--- src/rtl/hood_mode_ctrl.sv ---
// Range-hood mode controller: menu-driven fan levels, timed turbo,
// delayed exit, self-clean cycle and post-stop menu lockout.
module hood_mode_ctrl #(
    parameter int NUM_SPEEDS  = 3,
    parameter int TICK_CYCLES = 100_000_000,
    parameter int TURBO_SEC   = 60,
    parameter int EXIT_SEC    = 60,
    parameter int CLEAN_SEC   = 180,
    parameter int LOCK_SEC    = 5,
    parameter int TURBO_LIMIT = 1
) (
    input  logic                  clk,
    input  logic                  rst,
    input  logic                  power_on,
    input  logic                  menu,
    input  logic [NUM_SPEEDS-1:0] speed_req,
    input  logic                  clean,
    output logic [2:0]            state,
    output logic [2:0]            fan_level,
    output logic [15:0]           remain_sec,
    output logic                  clean_done,
    output logic                  locked,
    output logic [3:0]            turbo_left
);

    localparam int TW = (TICK_CYCLES > 1) ? $clog2(TICK_CYCLES) : 1;
    localparam logic [TW-1:0] TMAX = TW'(TICK_CYCLES - 1);
    localparam logic [2:0] TOP = 3'(NUM_SPEEDS - 1);

    typedef enum logic [2:0] {
        IDLE  = 3'd0,
        MENU  = 3'd1,
        RUN   = 3'd2,
        TURBO = 3'd3,
        EXIT  = 3'd4,
        CLEAN = 3'd5
    } state_t;

    state_t        st_q, st_n;
    logic [2:0]    fan_q, fan_n;
    logic [15:0]   rem_q, rem_n;
    logic [3:0]    tl_q, tl_n;
    logic          lock_q, lock_n;
    logic [15:0]   lcnt_q, lcnt_n;
    logic          cd_q, cd_n;
    logic [TW-1:0] ccnt_q, ccnt_n;
    logic [TW-1:0] tick_q, tick_n;

    logic          tick;
    logic          found;
    logic [2:0]    idx;

    assign tick = (tick_q == TMAX);

    // Lowest requested speed bit wins
    always_comb begin
        found = 1'b0;
        idx   = 3'd0;
        for (int k = NUM_SPEEDS - 1; k >= 0; k--) begin
            if (speed_req[k]) begin
                found = 1'b1;
                idx   = 3'(k);
            end
        end
    end

    // Next-state, timers and output values
    always_comb begin
        st_n   = st_q;
        fan_n  = fan_q;
        rem_n  = rem_q;
        tl_n   = tl_q;
        lock_n = lock_q;
        lcnt_n = lcnt_q;
        cd_n   = cd_q;
        ccnt_n = ccnt_q;
        tick_n = tick ? '0 : tick_q + 1'b1;

        if (lock_q && tick) begin
            if (lcnt_q <= 16'd1) begin
                lock_n = 1'b0;
                lcnt_n = '0;
            end else begin
                lcnt_n = lcnt_q - 16'd1;
            end
        end

        if (cd_q) begin
            if (ccnt_q == '0) cd_n = 1'b0;
            else ccnt_n = ccnt_q - 1'b1;
        end

        case (st_q)
            IDLE: begin
                fan_n = '0;
                if (menu && !lock_q) st_n = MENU;
            end
            MENU: begin
                if (found) begin
                    if (idx < TOP) begin
                        st_n  = RUN;
                        fan_n = idx + 3'd1;
                    end else if (tl_q != '0) begin
                        st_n  = TURBO;
                        fan_n = 3'(NUM_SPEEDS);
                        rem_n = 16'(TURBO_SEC);
                        tl_n  = tl_q - 4'd1;
                    end
                end else if (clean) begin
                    st_n  = CLEAN;
                    fan_n = '0;
                    rem_n = 16'(CLEAN_SEC);
                end
            end
            RUN: begin
                if (menu) begin
                    st_n   = IDLE;
                    fan_n  = '0;
                    lock_n = 1'b1;
                    lcnt_n = 16'(LOCK_SEC);
                end else if (found && idx < TOP) begin
                    fan_n = idx + 3'd1;
                end
            end
            TURBO: begin
                if (menu) begin
                    st_n  = EXIT;
                    rem_n = 16'(EXIT_SEC);
                end else if (tick) begin
                    if (rem_q <= 16'd1) begin
                        st_n  = RUN;
                        fan_n = TOP;
                        rem_n = '0;
                    end else begin
                        rem_n = rem_q - 16'd1;
                    end
                end
            end
            EXIT: begin
                if (tick) begin
                    if (rem_q <= 16'd1) begin
                        st_n  = IDLE;
                        fan_n = '0;
                        rem_n = '0;
                    end else begin
                        rem_n = rem_q - 16'd1;
                    end
                end
            end
            CLEAN: begin
                if (tick) begin
                    if (rem_q <= 16'd1) begin
                        st_n   = IDLE;
                        rem_n  = '0;
                        cd_n   = 1'b1;
                        ccnt_n = TMAX;
                    end else begin
                        rem_n = rem_q - 16'd1;
                    end
                end
            end
            default: begin
                st_n  = IDLE;
                fan_n = '0;
                rem_n = '0;
            end
        endcase

        if (st_n != st_q) tick_n = '0;
    end

    // State and timer registers; power loss behaves like reset
    always_ff @(posedge clk) begin
        if (rst || !power_on) begin
            st_q   <= IDLE;
            fan_q  <= '0;
            rem_q  <= '0;
            tl_q   <= 4'(TURBO_LIMIT);
            lock_q <= 1'b0;
            lcnt_q <= '0;
            cd_q   <= 1'b0;
            ccnt_q <= '0;
            tick_q <= '0;
        end else begin
            st_q   <= st_n;
            fan_q  <= fan_n;
            rem_q  <= rem_n;
            tl_q   <= tl_n;
            lock_q <= lock_n;
            lcnt_q <= lcnt_n;
            cd_q   <= cd_n;
            ccnt_q <= ccnt_n;
            tick_q <= tick_n;
        end
    end

    assign state      = st_q;
    assign fan_level  = fan_q;
    assign remain_sec = rem_q;
    assign clean_done = cd_q;
    assign locked     = lock_q;
    assign turbo_left = tl_q;

endmodule

--- config.mk ---
export PLATFORM = sky130hd
export DESIGN_NAME = hood_mode_ctrl
export DESIGN_NICKNAME = d
export VERILOG_FILES = /design/src/rtl/hood_mode_ctrl.sv
export SDC_FILE = /design/constraint.sdc
export NUM_CORES = 1
export LEC_CHECK = 0
export BUFFER_PORTS_ARGS = -buffer_cell sky130_fd_sc_hd__buf_2
export CORE_MARGIN = 2
export CORE_UTILIZATION = 44
export CTS_BUF_LIST = sky130_fd_sc_hd__clkbuf_2
export DETAILED_ROUTE_END_ITERATION = 6
export PLACE_DENSITY = 0.6
export SYNTH_ARGS = -nofsm -noshare
export SYNTH_HDL_FRONTEND = slang
export SYNTH_SLANG_ARGS = --single-unit
--- constraint.sdc ---
create_clock -name clk -period 5.59 [get_ports clk]
set_input_delay 0.8385 -clock clk [delete_from_list [all_inputs] [get_ports clk]]
set_output_delay 0.8385 -clock clk [all_outputs]
set_load 0.05 [all_outputs]
## Word-level counts from Yosys, hierarchy flattened

Cells that the tools add are included.

- Muxes and demuxes: 56
- Reductions and logical operators: 15
- Add/subtract/negate cells: 6
- Order comparisons: 3
- Bitwise operators: 3
- Equal/unequal tests: 17

Operators with widths:

| cell | count |
|---|---|
| 16-bit 2-to-1 mux | 11 |
| 27-bit 2-to-1 mux | 5 |
| 3-bit 2-to-1 mux | 24 |
| 16-bit case mux with 4 select lines | 1 |
| 16-bit by 1-bit <= comparator with 1-bit output (second input constant) | 2 |
| 16-bit by 1-bit subtractor with 16-bit output (second input constant) | 2 |
| 3-bit case mux with 5 select lines | 2 |
| 27-bit by 1-bit adder with 27-bit output (second input constant) | 1 |
| 27-bit equality test (second input constant) | 1 |
| 27-bit logical NOT | 1 |
| 27-bit by 1-bit subtractor with 27-bit output (second input constant) | 1 |
| 1-bit 2-to-1 mux | 12 |
| 3-bit inequality test (second input constant) | 4 |
| 2-bit inequality test (second input constant) | 5 |
| 9-bit AND reduction | 1 |
| 4-bit AND reduction | 2 |
| 3-bit by 2-bit equality test with 1-bit output (second input constant) | 2 |
| 3-bit equality test (second input constant) | 2 |
| 4-bit inequality test (second input constant) | 1 |
| 4-bit nonzero test | 1 |
| 2-bit OR reduction | 2 |
| 4-bit by 1-bit subtractor with 4-bit output (second input constant) | 1 |
| 3-bit by 1-bit adder with 3-bit output (second input constant) | 1 |
| 3-bit by 1-bit equality test with 1-bit output (second input constant) | 1 |
| 9 further kinds | 14 |

- Register bits: 98
- Output and inout port bits: 28

## Depth between registers and ports, before layout

Gate-level depths: netlist of the first run.

- Depth after elaboration: 9
- Gate-level depth with buffers: 9

## Least setup slack after synthesis of the first run

Ideal clock, no wire load.

- Path type: input port to flip-flop
- Start point: input port speed_req[0]
- End point: register tick_q[10]
- Buffers on the path: 2
- Arrival: 2369 ps
- Stages: 8
- Data required time: 5462 ps
- Slack: 3094 ps
- Cells stage by stage: or4b_2 nor2_1 a21oi_1 nor2_1 or4_1 buf_2 buf_1 nor2_1

- Word-level cells in the longest chain between the ends: 7

Ends and longest elaborated chain:

| what | line | source |
|---|---|---|
| from (decl) | 16 | `input logic [NUM_SPEEDS-1:0] speed_req,` |
| 3-bit 2-to-1 mux | 60 | `if (speed_req[k]) begin` |
| 3-bit by 2-bit less-than comparator with 1-bit output | 100 | `if (idx < TOP) begin` |
| 3-bit 2-to-1 mux | 100 |  |
| 3-bit 2-to-1 mux (*) | 99 | `if (found) begin` |
| 3-bit case mux with 5 select lines (*) | 93 | `case (st_q)` |
| 3-bit inequality test (*) | 169 | `if (st_n != st_q) tick_n = '0;` |
| 3-bit OR reduction (no source line) (*) | -- |  |
| to (signal assigned) | 193 | `tick_q <= tick_n;` |
| to (decl) | 47 | `logic [TW-1:0] tick_q, tick_n;` |

Mark *: on every way between the ends. The rest lies on a longest branch, timed or not.
A chain may end at the register's enable or synchronous reset.

## Worst setup path in the final report of the first run

- Start point: register tick_q[0]
- End point: register ccnt_q[25]

- Word-level cells in the longest chain between the ends: 3

Ends and longest elaborated chain:

| what | line | source |
|---|---|---|
| 27-bit equality test | 53 | `assign tick = (tick_q == TMAX);` |
| 27-bit 2-to-1 mux | 151 | `if (tick) begin` |
| 27-bit 2-to-1 mux | 93 |  |
| to (signal assigned) | 192 | `ccnt_q <= ccnt_n;` |
| to (decl) | 46 | `logic [TW-1:0] ccnt_q, ccnt_n;` |

No other way between the ends.

==> impl_results.md, run 1 <==
* Worst Setup End Kind: flip-flop
* Post-synth cell types at 63
* Detailed-router iteration count before antenna repair at 4
* Worst reg2reg endpoint: ccnt_q[25]
* Yosys warns at 0
* CP peak stage delay at 860 ps
* Beginning of the critical path: tick_q[0]
* DP HPWL at 8030 um
* I/O pin total at 36
* Leak at 2.00 nW
* Mapped Cells at 619
* Critical path class: reg2reg
* Arrival @ worst endpoint at 3840 ps
* Status: finished, final reports clean
* Buf/Inv on CP at 0
* Chip Height at 111 um
* CTS root buf: clkbuf_2
* Pre-CTS setup slack at 2280 ps
* Worst ir drop on vdd at 0.147 mV
* Hold Violations, Final at 0
* Die X at 111 um
* Slew Viols, Final at 0
* Rows at 39
* Initial antenna violation count at 1
* H-tree levels at 3
* WL per Instance at 14.4 um
* GRT overflow at 0
* All-Layer GR Usage at 19.0%
* Worst-path fanout max at 21
* Final WL at 11400 um
* Critical-path top delay cell: nand4_1
* Ranking of synthesized cells by area: dfxtp_1 39%, nor2_1 5.9%, a21oi_1 4.8%
* Total CTS buffers at 9
* Share of post-route cells with drive strength above 1 at 11.1%
* Crit. path cell count at 7
* # setup viols final at 0
* Min-delay src: fan_level[2]
* Hold Crit Endpoint: fan_level[2]
* N_diodes at 0
* Min Tclk post-route at 3350 ps
* Largest area contributor in the netlist: dfxtp_1
* Vias per cell at 5.67
* Synthesis-to-finish area growth at 7.29%
* Mean post-synth cell area at 8.21 um2
* Fmax at 299 MHz
* Setup TNS at 0 ps
* Worst skew pair latency at 590 ps
* # Post-CTS Setup Buffers at 0
* CTS clk-pin slew, worst paths at 250 ps
* Worst relative slew slack at 35.6%
* Area of the core at 11300 um2
* CTS tree: yes
* Post-synthesis sequential area ratio at 38.6%
* Worst reg2reg startpoint: tick_q[0]
* Synthesized flop and latch total at 98
* Max Cap Viol at 0
* Initial DRC count at 235
* CTS Sinks at 98
* Hold/Removal Path Class: reg2reg
* Syn nets at 637
* Crit path launch type: flip-flop
* WHS at 472 ps
* Pin slew with the least headroom to its limit at 957 ps
* RSZ-0062 raised after global routing: no
* Worst EP required at 6080 ps
* Starting Density at 44.9%
* Top_reg_cell synth: dfxtp_1
* Deepest clock path buffer count at 2
* Nets at 661
* DRC violations left at 0
* # hold bufs at CTS at 0
* R2r worst-path depth at 7
* Remaining antenna violation count after routing at 0
* Cell Pwr Density at 200 nW/um2
* PnR worst setup slack at 2240 ps
* Final Cycle Share at 59.8%
* Cts repair resizes at 0
* Final core utilization at 48.1%
* Gpl congestion at 0.868
* R2R setup slack at 2240 ps
* Worst-case clock skew at 26.2 ps
* Syn Std Cell Area at 5080 um2
* Worst path cell trace: ha_1, and4_4, nand4_4, nor3_4, nand4_1, nand2_1, nor2_1
* Worst Hold Path Cells at 2
* Vias at 4484
* Ys async rst share at 0%
* Total power at 0.00109 W
* DIE AREA at 12400 um2
* Number of synthesized flops with an enable pin at 0
* First-pass GRT wire length at 19600 um
* CP top delay family: simple AND/OR/NAND/NOR gates
* I/O Buffers at 35
* Share of the synthesized area in the top cell type at 38.6%
* Pin count of the biggest net entering global routing at 38
* Vias in the first global route at 4234
## worst register-to-register path: cells and delay by family (launching register included)
family	cells	cell delay [ps]
flip-flops	1	420
AND/OR/NAND/NOR	6	2620
adder cells (fa/ha/maj)	1	220
## placed cells by master, fill, tap and decap left out, types with 3 or more instances in the layout
master | netlist | layout
o31ai_1 | 4 | 4
or4_1 | 14 | 14
nand3_1 | 24 | 24
nor3_1 | 20 | 20
o211ai_1 | 3 | 3
a31oi_1 | 5 | 5
nor2b_1 | 7 | 7
a21oi_1 | 49 | 49
nor2_1 | 80 | 80
buf_2 | 3 | 35
dfxtp_1 | 98 | 98
mux2i_1 | 4 | 4
inv_1 | 15 | 15
or3_1 | 20 | 20
o21ai_0 | 32 | 32
o21a_1 | 4 | 4
a21o_1 | 3 | 3
and3_1 | 7 | 7
xor2_1 | 28 | 28
xnor2_1 | 28 | 28
nand2_1 | 46 | 46
ha_1 | 10 | 10
nor4_1 | 18 | 18
nand4_1 | 11 | 11
a211oi_1 | 4 | 4
nor3b_1 | 6 | 6
clkbuf_2 | 0 | 12
nand2b_1 | 12 | 12
## synthesized netlist by cell type (all sizes together) (2+ instances only)
cell type   n
o31ai       4
nor2b       7
nand3      24
o21ai      32
nor2       80
and4        4
o211ai      3
nand2      46
or4b        2
xnor2      28
nand2b     12
nor4       21
or3        21
ha         10
or4        14
dfxtp      98
nor3b       6
and3        8
xor2       28
mux2i       4
buf         6
a31oi       5
inv        15
o22ai       2
o21a        4
clkbuf     18
nor4b       3
or3b        2
a32oi       2
and2b       2
a211oi      4
nand3b      2
a21o        4
a2bb2oi     2
or2         2
nor3       21
a21oi      49
nand4      12
## registers in the layout, indices dropped and copies added (netlist names)
name,cells
fan_level,3
state,3
lcnt_q,16
tick_q,27
ccnt_q,27
remain_sec,16
locked,1
clean_done,1
turbo_left,4
## final cells by class
class | instances | area (um2)
fill | 1138 | 5870
multi-input combinational | 482 | 2960
sequential | 98 | 1960
timing repair buffer | 37 | 190
tap | 143 | 179
clock buffer | 12 | 60.1
inverter | 15 | 56.3
clock inverter | 4 | 42.5
## logic make-up (layout without fill, tap and decap cells)
family | after synthesis | count (layout) | share of synthesized area [%]
AND/OR/NAND/NOR | 291 | 291 | 31.2
flip-flops | 98 | 98 | 38.6
adder cells (fa/ha/maj) | 10 | 10 | 2.46
multiplexers | 4 | 4 | 0.788
AO/OA/AOI/OAI | 121 | 121 | 14.1
XOR/XNOR | 56 | 56 | 9.66
buffers and inverters | 39 | 68 | 3.10
## stage by stage
step                      instances  cell area [um2]
after CTS                       791             5450
after global placement          775             5350
after detailed placement        775             5350
after global routing            791             5450
after floorplan                 619             5080
final                           791             5450
## metal layers
layer | track usage [%] | wire length [um] | part of all wire (%) | up-vias
met5 | 0 | 12 | 0.11 | -
met4 | 8.48 | 169 | 1.5 | 2
met3 | 4.19 | 424 | 3.7 | 17
met2 | 30.3 | 5250 | 46 | 73
met1 | 24.7 | 5550 | 49 | 2127
li1 | - | - | - | 2265
## worst max path at each step
stage / to / slack, ps
final: ccnt_q[25] / 2240
after global routing: ccnt_q[25] / 1890
after CTS: ccnt_q[25] / 2250
after detailed placement: ccnt_q[19] / 2280
after global placement: ccnt_q[19] / 2360
after floorplan: tick_q[10] / 3090
## power by group
part	internal, W	switching [W]	total, W
logic	0.0000124	0.0000309	0.0000433
clock network	0.000105	0.000236	0.000341
registers	0.000702	0.00000312	0.000706
total	0.000820	0.000270	0.00109
No activity file was read; power rests on OpenSTA's default activity.
==> inputs of run 2 (changes only) <==
PLACE_DENSITY = 0.63   (was 0.6)
clock period = 2.7 ns   (was 5.59 ns; I/O delays follow)
==> run 2 against run 1 <==
Effect of this change:
- via count shrank 1.1%
- maximum frequency rose by 34%
- critical endpoint is now remain_sec[4]
- clock power grew 77%
==> impl_results.md, run 2 (synthesis gave the netlist of run 1 again) <==
* Status: finished, final reports clean
* WL per Instance at 14.2 um
* Nets at 675
* Critical path class: reg2reg
* Area of the core at 11300 um2
* Hold/Removal Path Class: in2reg
* Vias per cell at 5.51
* # Post-CTS Setup Buffers at 0
* Starting Density at 44.9%
* Final core utilization at 49.0%
* H-tree levels at 3
* Worst relative slew slack at 56.6%
* Cts repair resizes at 0
* N_diodes at 0
* PnR worst setup slack at 212 ps
* Deepest clock path buffer count at 2
* Commonest non-fill, non-tap cell in the layout: dfxtp_1
* Worst EP required at 3260 ps
* Setup TNS at 0 ps
* Vias at 4434
* Min Tclk post-route at 2490 ps
* Synthesis-to-finish area growth at 9.11%
* Hold Violations, Final at 0
* Worst-case clock skew at 34.7 ps
* # hold bufs at CTS at 0
* Share of post-route cells with drive strength above 1 at 13.4%
* Gpl congestion at 0.843
* Placed Area at 5450 um2
* Final WL at 11400 um
* # setup viols final at 0
* Arrival @ worst endpoint at 3050 ps
* CTS tree: yes
* Cell Pwr Density at 390 nW/um2
* Rows at 39
* All-Layer GR Usage at 19.2%
* I/O pin total at 36
* Fmax at 402 MHz
* Final Cycle Share at 92.2%
* Worst-path fanout max at 9
* GRT overflow at 0
* Worst ir drop on vdd at 0.246 mV
* Pre-CTS setup slack at 206 ps
* Initial antenna violation count at 0
* Post-route cell area at 5540 um2
* Vias in the first global route at 4196
* Die X at 111 um
* Critical-path top delay cell: or4_1
* WHS at 207 ps
* Worst skew pair latency at 600 ps
* Slew Viols, Final at 0
* Largest regs: ccnt_q: 27 flops, tick_q: 27 flops
* Detailed-router iteration count before antenna repair at 4
* RSZ-0062 raised after global routing: no
* First-pass GRT wire length at 19900 um
* DIE AREA at 12400 um2
* CP peak stage delay at 510 ps
* Worst Setup End Kind: flip-flop
* CTS Sinks at 98
* Pin slew with the least headroom to its limit at 651 ps
* Total CTS buffers at 9
* Initial DRC count at 194
* Most frequent cells in the layout: 98 x dfxtp_1, 80 x nor2_1, 48 x a21oi_1
* Pin count of the biggest net entering global routing at 28
* Chip Height at 111 um
* Max Cap Viol at 0
* Worst path cell trace: ha_1, and4_4, nand4_4, or3_4, or4_1, a21boi_0, o221a_2
* Crit path launch type: flip-flop
* CTS root buf: clkbuf_2
* DRC violations left at 0
* CTS clk-pin slew, worst paths at 260 ps
* I/O Buffers at 35
* Leak at 2.06 nW
* DP HPWL at 8380 um
* Remaining antenna violation count after routing at 0
run 2: per-layer routing:
metal | vias to the layer above | share of wire [%] | GRT usage (%) | routed length, um
met2 | 56 | 48 | 32.3 | 5530
met4 | 0 | 1.8 | 6.91 | 203
met5 | - | 0 | 0 | 0
met3 | 18 | 3.9 | 4.63 | 444
li1 | 2291 | - | - | -
met1 | 2069 | 46 | 24.3 | 5270
run 2: where the power goes:
part	total (W)	switching, W	leakage [nW]	internal, W
logic	0.0000977	0.0000673	1.21	0.0000303
clock network	0.000602	0.000470	0.0596	0.000132
registers	0.00146	0.00000536	0.789	0.00145
total	0.00216	0.000543	2.06	0.00162
run 2: final cells by class:
| class | instances | area [um2] |
|---|---|---|
| Fill cell | 1155 | 5780 |
| Multi-Input combinational cell | 482 | 2970 |
| Sequential cell | 98 | 1960 |
| Timing Repair Buffer | 51 | 295 |
| Tap cell | 143 | 179 |
| Clock buffer | 13 | 65.1 |
| Inverter | 15 | 56.3 |
| Clock inverter | 3 | 16.3 |
run 2: path summary, 6_finish.rpt:
kind                                    from            end  slack [ps]  depth (start not counted)
worst max-delay path               tick_q[0]  remain_sec[4]         210                          7
worst min-delay path                   clean  remain_sec[7]         210                          3
worst max register to register     tick_q[0]  remain_sec[4]         210                          7
worst min register to register  fan_level[1]   fan_level[1]         480                          2
run 2: critical path, delay by kind of cell, from the launching register on:
family / cells / cell delay [ps]
simple gates: 4 / 1430
fa+ha+maj: 1 / 220
compound gates: 2 / 390
flops: 1 / 430
run 2: stage by stage:
step,power (W),instances
2_1_floorplan,0.00155,619
3_3_place_gp,0.00158,789
3_5_place_dp,0.00158,789
4_1_cts,0.00219,805
5_1_grt,0.00226,805
6_report,0.00216,805
==> inputs of run 3 (changes only) <==
ABC_AREA = 1   (was not set)
PLACE_DENSITY = 0.62   (was 0.63)
==> run 3 against run 2 <==
Effect of this change:
- sequential power is essentially flat
- critical path depth is 4 higher
- first-iteration DRC count increased by 100%
- total power is 12% higher
- final cell count up 53%
- hold slack got worse by 42 ps
- routed wire length is 35% higher
- cell area up 23%
- global-route usage is 1.1 points higher
- synthesized cell count up 63%
- clock-buffer cell count decreased by 4
- critical path type unchanged
==> impl_results.md, run 3 <==
* DRC violations left at 0
* CTS clk-pin slew, worst paths at 300 ps
* Worst ir drop on vdd at 0.232 mV
* Deepest clock path buffer count at 2
* Number of synthesized flops with an enable pin at 0
* CTS Sinks at 98
* Worst-case clock skew at 26.7 ps
* Mean post-synth cell area at 6.32 um2
* Worst EP required at 3260 ps
* Top_reg_cell synth: dfxtp_1
* Slew Viols, Final at 0
* Pin count of the biggest net entering global routing at 28
* Crit path launch type: flip-flop
* Worst path cell trace: inv_1, ha_1, nand3_1, inv_1, nand2_1, nand3_1, nand2_1, inv_1, a21oi_1, nand2_4, nor3_1
* Most frequent CP cell: inv_1
* Initial DRC count at 392
* First-pass GRT wire length at 26500 um
* Yosys warns at 0
* Ys async rst share at 0%
* Syn Std Cell Area at 6370 um2
* All-Layer GR Usage at 20.3%
* Nets at 1062
* Vias in the first global route at 5530
* RSZ-0062 raised after global routing: no
* # Post-CTS Setup Buffers at 0
* CP peak stage delay at 470 ps
* Arrival @ worst endpoint at 2690 ps
* CTS root buf: clkbuf_2
* Setup TNS at 0 ps
* Die X at 124 um
* FILL cells at 1492
* Largest area contributor in the netlist: dfxtp_1
* CP top delay family: simple AND/OR/NAND/NOR gates
* Remaining antenna violation count after routing at 0
* Worst relative slew slack at 53.8%
* Vias at 6068
* Rows at 43
* Worst-path fanout max at 27
* Critical-path top delay cell: dfxtp_1
* Synthesis-to-finish area growth at 7.28%
* Worst skew pair latency at 630 ps
* Most frequent cell after synthesis: nand2_1
* Top post-synthesis cells by count: 260 x nand2_1, 163 x nor2_1, 146 x inv_1, 98 x dfxtp_1, 66 x nand3_1
* Initial antenna violation count at 0
* Cell Pwr Density at 353 nW/um2
* # setup viols final at 0
* Post-synth cell types at 40
* Buf/Inv on CP at 3
* Worst Setup End Kind: flip-flop
* Ranking of synthesized cells by area: dfxtp_1 31%, nand2_1 15%, nor2_1 9.6%
* Placed cell count at 1213
* Gpl congestion at 0.877
* Commonest non-fill, non-tap cell in the layout: nand2_1
* Share of post-route cells with drive strength above 1 at 10.8%
* Post-synthesis sequential area ratio at 30.8%
* Largest regs: ccnt_q: 27 flops, tick_q: 27 flops
* I/O Buffers at 35
* Final WL at 15400 um
* I/O pin total at 36
* Filler-free cell count of the finished design at 1229
* Starting Density at 45.6%
* Area of the core at 14000 um2
* N_diodes at 0
* Max Cap Viol at 0
* DIE AREA at 15500 um2
* GRT overflow at 0
* Leak at 3.29 nW
* Share of the synthesized area in the top cell type at 30.8%
* R2R setup slack at 570 ps
* # hold bufs at CTS at 0
* WL per Instance at 12.6 um
* Hold Violations, Final at 0
* Synthesized flop and latch total at 98
* Chip Height at 124 um
* Fmax at 470 MHz
* DP HPWL at 11800 um
* Hold/Removal Path Class: in2reg
* Critical path class: reg2reg
* Final Cycle Share at 78.8%
* CTS tree: yes
* Mapped Cells at 1009
* Pin slew with the least headroom to its limit at 687 ps
* Most frequent cells in the layout: 260 x nand2_1, 163 x nor2_1, 146 x inv_1
* Cts repair resizes at 0
* Syn nets at 1027
* Status: finished, final reports clean
* Min Tclk post-route at 2130 ps
* Vias per cell at 4.94
* Detailed-router iteration count before antenna repair at 6
* Total CTS buffers at 9
* H-tree levels at 3
==> run 3: cell types whose count changed after synthesis, sizes merged, moves of 14 or more <==
cell   previous run  this run
or4              14         0
nor4             21         4
or3              21         0
nand2            46       274
xnor2            28        10
nor2             80       176
nor3             21        55
a21oi            49        35
inv              15       151
nand3            24        67
==> run 3: final cells by class <==
| cell class | count | area [um2] | share of cell area [%] |
|---|---|---|---|
| Multi-Input combinational cell | 745 | 3740 | 54.8 |
| Sequential cell | 98 | 1960 | 28.7 |
| Inverter | 153 | 576 | 8.42 |
| Tap cell | 180 | 225 | 3.29 |
| Timing Repair Buffer | 37 | 190 | 2.78 |
| Clock inverter | 7 | 95.1 | 1.39 |
| Clock buffer | 9 | 45.0 | 0.659 |
==> run 3: through the flow <==
| step | util [%] | cell area, um2 | total power, W | setup WS [ps] | hold slack (ps) |
|---|---|---|---|---|---|
| finish | 48.9 | 6840 | 0.00242 | 571 | 164 |
| CTS | 48.9 | 6840 | 0.00245 | 549 | 96.6 |
| floorplan | - | 6370 | 0.00159 | 622 | 439 |
| detailed placement | 47.9 | 6700 | 0.00162 | 592 | 455 |
| global placement | 47.9 | 6700 | 0.00162 | 621 | 452 |
| global route | 48.9 | 6840 | 0.00252 | 314 | 132 |
==> run 3: layer usage <==
layer / wire [um] / track usage, % / part of all wire, %
met3: 682 / 4.81 / 4.4
met1: 7590 / 27.4 / 49
met4: 104 / 4.16 / 0.67
met5: 0 / 0 / 0
met2: 7050 / 33.2 / 46
==> run 3: path summary, 6_finish.rpt <==
kind         cells after the start           end           from
min                              4      state[0]            rst
max reg2reg                     11    tick_q[19]  turbo_left[1]
min reg2reg                      2  fan_level[0]   fan_level[0]
max                             11    tick_q[19]  turbo_left[1]
==> run 3: cell families (layout without fill, tap and decap cells) <==
group | after synthesis | after routing | share of synthesized area, %
adder cells (fa/ha/maj) | 10 | 10 | 1.96
AO/OA/AOI/OAI | 91 | 91 | 7.68
AND/OR/NAND/NOR | 601 | 601 | 43.2
XOR/XNOR | 43 | 43 | 5.91
buffers and inverters | 166 | 206 | 10.5
flip-flops | 98 | 98 | 30.8
==> run 3: power by group <==
part,internal [W],switching (W),total (W)
logic,0.0000289,0.000103,0.000132
clock network,0.000246,0.000576,0.000822
registers,0.00146,0.00000472,0.00146
==> run 3: worst min-delay path: stages <==
cell	delay [ps]
buf_2	80
nor2_1	50
o21ai_0	190
a21oi_1	60
